## src/rtl/rst_sequencer.sv

```systemverilog
// Purpose: stage reset releases (peripherals, then core) from a synchronized PLL lock, with warm reset and lock-loss counting.
// Latency: periph release SYNC_STAGES+1+LOCK_STABLE_CYCLES edges after lock rises, core CORE_DELAY_CYCLES edges later.
// Backpressure: none; free-running, sw_rst_req_i accepted only in RUN and dropped otherwise.
module rst_sequencer #(
    parameter int SYNC_STAGES        = 2,
    parameter int LOCK_STABLE_CYCLES = 1024,
    parameter int CORE_DELAY_CYCLES  = 8,
    parameter int RST_HOLD_CYCLES    = 16,
    parameter int CNT_W              = 8
) (
    input  logic             clk,
    input  logic             arst,
    input  logic             clk_locked_i,
    input  logic             sw_rst_req_i,
    output logic             rst_periph_n_o,
    output logic             rst_core_n_o,
    output logic             rst_done_o,
    output logic [CNT_W-1:0] lock_lost_cnt_o
);

    // One shared phase counter, sized for the longest of the three intervals.
    localparam int MAX_AB  = (LOCK_STABLE_CYCLES > CORE_DELAY_CYCLES) ? LOCK_STABLE_CYCLES : CORE_DELAY_CYCLES;
    localparam int MAX_CYC = (MAX_AB > RST_HOLD_CYCLES) ? MAX_AB : RST_HOLD_CYCLES;
    localparam int CW      = $clog2(MAX_CYC) + 1;

    localparam logic [CW-1:0] STABLE_LAST = CW'(LOCK_STABLE_CYCLES - 1);
    localparam logic [CW-1:0] CORE_LAST   = CW'(CORE_DELAY_CYCLES - 1);
    localparam logic [CW-1:0] HOLD_LAST   = CW'(RST_HOLD_CYCLES - 1);
    localparam logic [CW-1:0] CNT_ONE     = CW'(1);
    localparam logic [CNT_W-1:0] LOST_ONE = CNT_W'(1);

    typedef enum logic [2:0] {
        S_WAIT_LOCK,
        S_STABLE,
        S_REL_PERIPH,
        S_RUN,
        S_HOLD
    } state_t;

    logic [SYNC_STAGES-1:0] r_sync;
    logic                   w_lock_s;
    state_t                 r_state;
    logic [CW-1:0]          r_cnt;
    logic                   r_periph_n;
    logic                   r_core_n;
    logic                   r_done;
    logic [CNT_W-1:0]       r_lost_cnt;
    logic                   w_lost_sat;

    assign w_lock_s   = r_sync[SYNC_STAGES-1];
    assign w_lost_sat = &r_lost_cnt;

    // Bring the asynchronous PLL lock into the clk domain.
    always_ff @(posedge clk or negedge arst) begin
        if (!arst) begin
            r_sync <= '0;
        end else begin
            r_sync <= {r_sync[SYNC_STAGES-2:0], clk_locked_i};
        end
    end

    // Sequencer: state, phase counter, registered reset outputs and lock-loss count.
    always_ff @(posedge clk or negedge arst) begin
        if (!arst) begin
            r_state    <= S_WAIT_LOCK;
            r_cnt      <= '0;
            r_periph_n <= 1'b0;
            r_core_n   <= 1'b0;
            r_done     <= 1'b0;
            r_lost_cnt <= '0;
        end else begin
            case (r_state)
                S_WAIT_LOCK: begin
                    r_cnt <= '0;
                    if (w_lock_s) begin
                        r_state <= S_STABLE;
                    end
                end
                S_STABLE: begin
                    if (!w_lock_s) begin
                        // A glitch before first release restarts qualification, not counted as a loss.
                        r_state <= S_WAIT_LOCK;
                        r_cnt   <= '0;
                    end else if (r_cnt == STABLE_LAST) begin
                        r_state    <= S_REL_PERIPH;
                        r_cnt      <= '0;
                        r_periph_n <= 1'b1;
                    end else begin
                        r_cnt <= r_cnt + CNT_ONE;
                    end
                end
                S_REL_PERIPH, S_RUN, S_HOLD: begin
                    if (!w_lock_s) begin
                        // Lock loss after first release outranks everything, including a warm-reset request.
                        r_state    <= S_WAIT_LOCK;
                        r_cnt      <= '0;
                        r_periph_n <= 1'b0;
                        r_core_n   <= 1'b0;
                        r_done     <= 1'b0;
                        if (!w_lost_sat) begin
                            r_lost_cnt <= r_lost_cnt + LOST_ONE;
                        end
                    end else if (r_state == S_REL_PERIPH) begin
                        if (r_cnt == CORE_LAST) begin
                            r_state  <= S_RUN;
                            r_cnt    <= '0;
                            r_core_n <= 1'b1;
                            r_done   <= 1'b1;
                        end else begin
                            r_cnt <= r_cnt + CNT_ONE;
                        end
                    end else if (r_state == S_RUN) begin
                        if (sw_rst_req_i) begin
                            r_state    <= S_HOLD;
                            r_cnt      <= '0;
                            r_periph_n <= 1'b0;
                            r_core_n   <= 1'b0;
                            r_done     <= 1'b0;
                        end
                    end else begin
                        // Warm reset: lock is still good, so go straight back to staged release.
                        if (r_cnt == HOLD_LAST) begin
                            r_state    <= S_REL_PERIPH;
                            r_cnt      <= '0;
                            r_periph_n <= 1'b1;
                        end else begin
                            r_cnt <= r_cnt + CNT_ONE;
                        end
                    end
                end
                default: begin
                    r_state    <= S_WAIT_LOCK;
                    r_cnt      <= '0;
                    r_periph_n <= 1'b0;
                    r_core_n   <= 1'b0;
                    r_done     <= 1'b0;
                end
            endcase
        end
    end

    assign rst_periph_n_o  = r_periph_n;
    assign rst_core_n_o    = r_core_n;
    assign rst_done_o      = r_done;
    assign lock_lost_cnt_o = r_lost_cnt;

endmodule

```

## config.mk

```make
export PLATFORM = sky130hd
export DESIGN_NAME = rst_sequencer
export DESIGN_NICKNAME = d
export VERILOG_FILES = /design/src/rtl/rst_sequencer.sv
export SDC_FILE = /design/constraint.sdc
export NUM_CORES = 1
export LEC_CHECK = 0
export CAP_MARGIN = 30
export CORE_ASPECT_RATIO = 1.4
export CORE_MARGIN = 4
export CORE_UTILIZATION = 50
export DETAILED_ROUTE_END_ITERATION = 16
export PLACE_DENSITY_LB_ADDON = 0.08
export SETUP_SLACK_MARGIN = 0.5
export SLEW_MARGIN = 25
export SYNTH_ARGS = -nofsm -noshare
export SYNTH_HDL_FRONTEND = slang
export SYNTH_SLANG_ARGS = --single-unit
```

## constraint.sdc

```tcl
create_clock -name clk -period 4.4 [get_ports clk]
set_input_delay 0.88 -clock clk [delete_from_list [all_inputs] [get_ports clk]]
set_output_delay 0.88 -clock clk [all_outputs]
set_load 0.02 [all_outputs]
```

# Word-level counts from Yosys, hierarchy flattened

Index checks and enable logic that the tools add are counted.
W data, S select, Z words.

Flip-flop bits (word level): 26
Bits in latches: 0
Bits in writable memories: 0
ROM bits: 0
Input port bits: 4
Output and inout port bits: 11
Memories kept: 0

Add/subtract/negate cells: 2
$mul: 0
Div/mod/pow operators: 0
Magnitude comparators: 0
Eq/ne operators: 19
Shift-type cells: 0
Multiplexer cells: 32
Bitwise logic cells: 4
Reductions and logical operators: 8

Operator list:

| cell                    | number |
|---|---|
| $mux W11                | 8 |
| $mux W3                 | 9 |
| $pmux W11 S2            | 1 |
| $ne A4 B4 Y1 const B    | 5 |
| $add A11 B1 Y11 const B | 1 |
| $eq A11 B10 Y1 const B  | 1 |
| $eq A11 B3 Y1 const B   | 1 |
| $eq A11 B4 Y1 const B   | 1 |
| $mux W1                 | 11 |
| $ne A5 B5 Y1 const B    | 2 |
| $pmux W3 S3             | 1 |
| $add A8 B1 Y8 const B   | 1 |
| $reduce_and A8 Y1       | 1 |
| $eq A3 B2 Y1 const B    | 2 |
| $ne A2 B2 Y1 const B    | 3 |
| $ne A3 B3 Y1 const B    | 2 |
| $reduce_and A6 Y1       | 1 |
| $reduce_and A5 Y1       | 1 |
| $not A1 Y1              | 4 |
| $reduce_and A4 Y1       | 1 |
| $eq A3 B1 Y1 const B    | 1 |
| $eq A3 B3 Y1 const B    | 1 |
| $logic_not A3 Y1        | 1 |
| $pmux W1 S3             | 1 |
| 4 further kinds         | 4 |

# Depth between registers and ports, before layout

Word-level depth: 6
Depth in mapped cells: 7
Mapped depth without buffers: 6

# Worst setup path after synthesis

Ideal clock, no wire load.

Path kind: reg2reg
Start point: reg r_lost_cnt[0] (netlist: lock_lost_cnt_o[0])
End point: reg r_lost_cnt[6] (netlist: lock_lost_cnt_o[6])
Data arrival time: 1736 ps
Data required time: 4270 ps
Path slack: 2533 ps
Stages on the path, launching flop included: 7
Path buffers: 0
Path through: dfrtp_1 -> ha_1 -> and3_1 -> a221oi_4 -> and3_1 -> nand4_1 -> xnor2_1

Word-level cells in the longest chain between the ends: 3
Elaborated cells between the ends (all ways): 4
Those cells by class: add/sub: 1; bitwise: 1; reduce/logical: 2

RTL lines:

| what                                                                  | line | source |
|---|---|---|
| start: declaration                                                    | 47   | `logic [CNT_W-1:0] r_lost_cnt;` |
| start signal: assignment                                              | 101  | `r_lost_cnt <= r_lost_cnt + LOST_ONE;` |
| parallel branches: the longest is 3 deep, another holds $add A8 B1 Y8 | -    |  |

Parallel ways; which one is timed is not known.
A chain may end at the register's enable or synchronous reset.

# Worst setup path in the final report

Start point: in sw_rst_req_i
End point: reg r_cnt[8]

Word-level cells in the longest chain between the ends: 1

RTL lines:

| what                          | line | source |
|---|---|---|
| start: declaration            | 14   | `input logic sw_rst_req_i,` |
| $ne A5 B5 Y1 (no source line) | -    |  |
| end signal: assignment        | 89   | `r_cnt <= r_cnt + CNT_ONE;` |
| end signal: assignment        | 110  | `r_cnt <= r_cnt + CNT_ONE;` |
| end signal: assignment        | 127  | `r_cnt <= r_cnt + CNT_ONE;` |
| end: declaration              | 43   | `logic [CW-1:0] r_cnt;` |

No other way between the ends.

==> results_dict.tcl <==
set metrics [dict create \
    status "complete, no violations" \
    overflow 0 \
    die_w_microns 54.4 \
    num-fill-cells 260 \
    synth_mux_area_share_pct 1.74 \
    totalPowerFinal_w 0.000813 \
    clock_skew_ns 0.00327 \
    seqPwrFrac_pct 43.3 \
    io_pins 15 \
    finalCriticalPeriod_ns 2.36 \
    io_buffers 14 \
    switchingPower_w 0.000283 \
    avgSynthCellArea_sq_um 9.36 \
    drt_first_pass_iters 4 \
    comb_power_share_pct 32.7 \
    worst_slew_pin_slew_ns 0.801 \
    ant_nets 0 \
    clock_sinks 26 \
    holdCritPathClass "reg -> reg" \
    crit_path_max_fanout 11 \
    rrSetupSlack_ns 2.14 \
    fmax_mhz 424 \
    switching_share_pct 34.8 \
    die_h_microns 72.9 \
    grt_max_degree 27 \
    postSynthRegisterBits 26 \
    met3_usage_pct 2.25 \
    yosys.area.top_type "dfrtp_1" \
    final_common_cell "dfrtp_1" \
    drt-initial-drc-count 22 \
    wl_per_cell_microns 14.3 \
    yosys.area_share.simple_pct 26.2 \
    area_delta_synth_final_pct 14.1 \
    synth_edf_count 0 \
    peakVddDrop_mv 0.273 \
    layout_common_cells "26 x dfrtp_1, 25 x nand2_1, 13 x clkdlybuf4s50_1" \
    clock_power_share_pct 24.0 \
    dieArea_sq_um 3970 \
    synth_compound_area_share_pct 18.0 \
    ctsResizeCount 0 \
    grt_pass1_vias 1241 \
    syn_area_sq_um 1510 \
    clk_path_buf_depth 2 \
    setup_violations 0 \
    postCtsSetupBuffers 0 \
    cts_buffers 3 \
    ys_warn_count 0 \
    gr-usage-met1_pct 22.7 \
    post_dp_cell_area_sq_um 1650 \
    cts_tree "built" \
    worstPathArrival_ns 2.57 \
    ys_async_sr_fraction_pct 100 \
    core_area_sq_um 2880 \
    synthCells 161 \
    synthTopCellsByArea "dfrtp_1 43%, nand2_1 6.2%, o21ai_0 3.7%, a221oi_4 3.5%, xnor2_1 3.5%" \
    route.detailed.drc 0 \
    ys_seq_area_share_pct 43.2 \
    p_leak_nw 0.739 \
    wl_microns 3010 \
    grtUsageTotal_pct 17.7 \
    use_met2_pct 29.4 \
    insertion_delay_ns 0.27 \
    powerDensity_nw_per_um2 473 \
    synth_nets 167 \
    dp_hpwl_microns 2240 \
    rows 23 \
    synth_top_family_by_area "simple AND/OR/NAND/NOR gates" \
    clk_pin_slew_ns 0.09 \
    slew_headroom_pct 46.2 \
    grt_busiest_layer "met2" \
    placed_cells 206 \
    min_period_over_period_pct 53.6 \
    avgViaCountPerCell 5.90 \
    multiInputGateArea_sq_um 797 \
    synth_top_area_share_pct 43.2 \
    gp_congestion 0.790 \
    ys.flop_type "dfrtp_1" \
    cp-start-kind "input port" \
    finalHoldViolations 0 \
    holdWs_ns 0.365 \
    tns_ns 0 \
    antenna_found_initial 0 \
    cts-root-buf "clkbuf_8" \
    register_area_sq_um 651 \
    drv_cap 0 \
    drv_slew 0 \
    holdPathStages 0 \
    intPower_w 0.000530 \
    synthXorXnorAreaFrac_pct 5.23 \
    required_ns 4.61 \
    final_area_sq_um 1720 \
    rsz0062_at_grt "no" \
    vias 1238 \
    start_util_pct 52.3 \
    htreeDepth 1 \
    grt_pass1_wl_microns 5430 \
    num_antenna_cells 0 \
    setup.worst_path.class "in -> reg" \
    finalNonFillerCells 210 \
    final_nets 180 \
    synth_cell_type_count 42 \
    layout-drive-gt1-share_pct 8.67 \
    end_kind "register" \
    cts.hold.buffers_added 0 \
    synth_fa_ha_area_share_pct 1.66 \
    r2r_cells 5 \
]
-- power groups by stage --
stage / Clock [W] / Sequential (W) / Combinational (W)
finish: 0.000195 / 0.000352 / 0.000265
global route: 0.000208 / 0.000361 / 0.000297
CTS: 0.000202 / 0.000352 / 0.000269
detailed placement: 0 / 0.000356 / 0.000268
global placement: 0 / 0.000353 / 0.000260
floorplan: 0 / 0.000360 / 0.000174
-- Yosys cell counts (all sizes together) (3+ instances only) --
cell type	n
dfrtp	26
nand2	25
o21ai	13
nor2	11
a21oi	7
nor3	7
buf	6
nand2b	6
xnor2	6
nand4	5
o22ai	4
nor2b	3
nor4	3
xor2	3
-- area by class of cell --
cell class                 instances  share of cell area [%]
sequential                        26                    37.8
tap                               37                    2.69
timing repair buffer              16                    8.73
clock inverter                     1                    1.75
clock buffer                       3                    2.40
inverter                           1                   0.218
multi-input combinational        126                    46.4
-- flip-flops by register name (all words and copies together), names as in the netlist --
| name | flops |
|---|---|
| r_sync | 2 |
| r_cnt | 11 |
| r_state | 3 |
| rst_periph_n_o | 1 |
| rst_done_o | 1 |
| lock_lost_cnt_o | 8 |
-- layer usage --
| layer | share of wire, % | up-vias | routed length [microns] |
|---|---|---|---|
| li1 | - | 602 | - |
| met1 | 44 | 610 | 1320 |
| met2 | 52 | 22 | 1580 |
| met3 | 2.7 | 4 | 82 |
| met4 | 1.1 | 0 | 34 |
| met5 | 0 | - | 0 |
-- per-stage QoR --
step	worst slack [ns]	util [%]
floorplan	2.53	-
global placement	1.81	57.4
detailed placement	1.78	57.3
CTS	2.06	59.7
global route	1.92	59.7
finish	2.04	59.7
-- kinds of logic after synthesis --
group,Yosys count
and+or+nand+nor,76
AOI/OAI and AO/OA,37
DFF,26
xor gates and xnor gates,9
buffers and inverters,9
muxes,2
adders and majority gates,2
-- critical path, stage by stage --
cell	delay, ns
clkdlybuf4s50_1	0.56
nand2b_1	0.17
nor2_1	0.17
or4_1	0.43
a2bb2o_1	0.29
nand2_1	0.07
-- worst paths after layout --
| check | from | end |
|---|---|---|
| setup reg to reg | r_state[1] | r_state[0] |
| max in group asynchronous | arst | r_cnt[9] |
| min in group asynchronous | arst | lock_lost_cnt_o[7] |
| hold / removal | r_sync[0] | r_sync[1] |
| setup / recovery | sw_rst_req_i | r_cnt[8] |
| hold reg to reg | r_sync[0] | r_sync[1] |
Power figures use the tool's default switching activity.
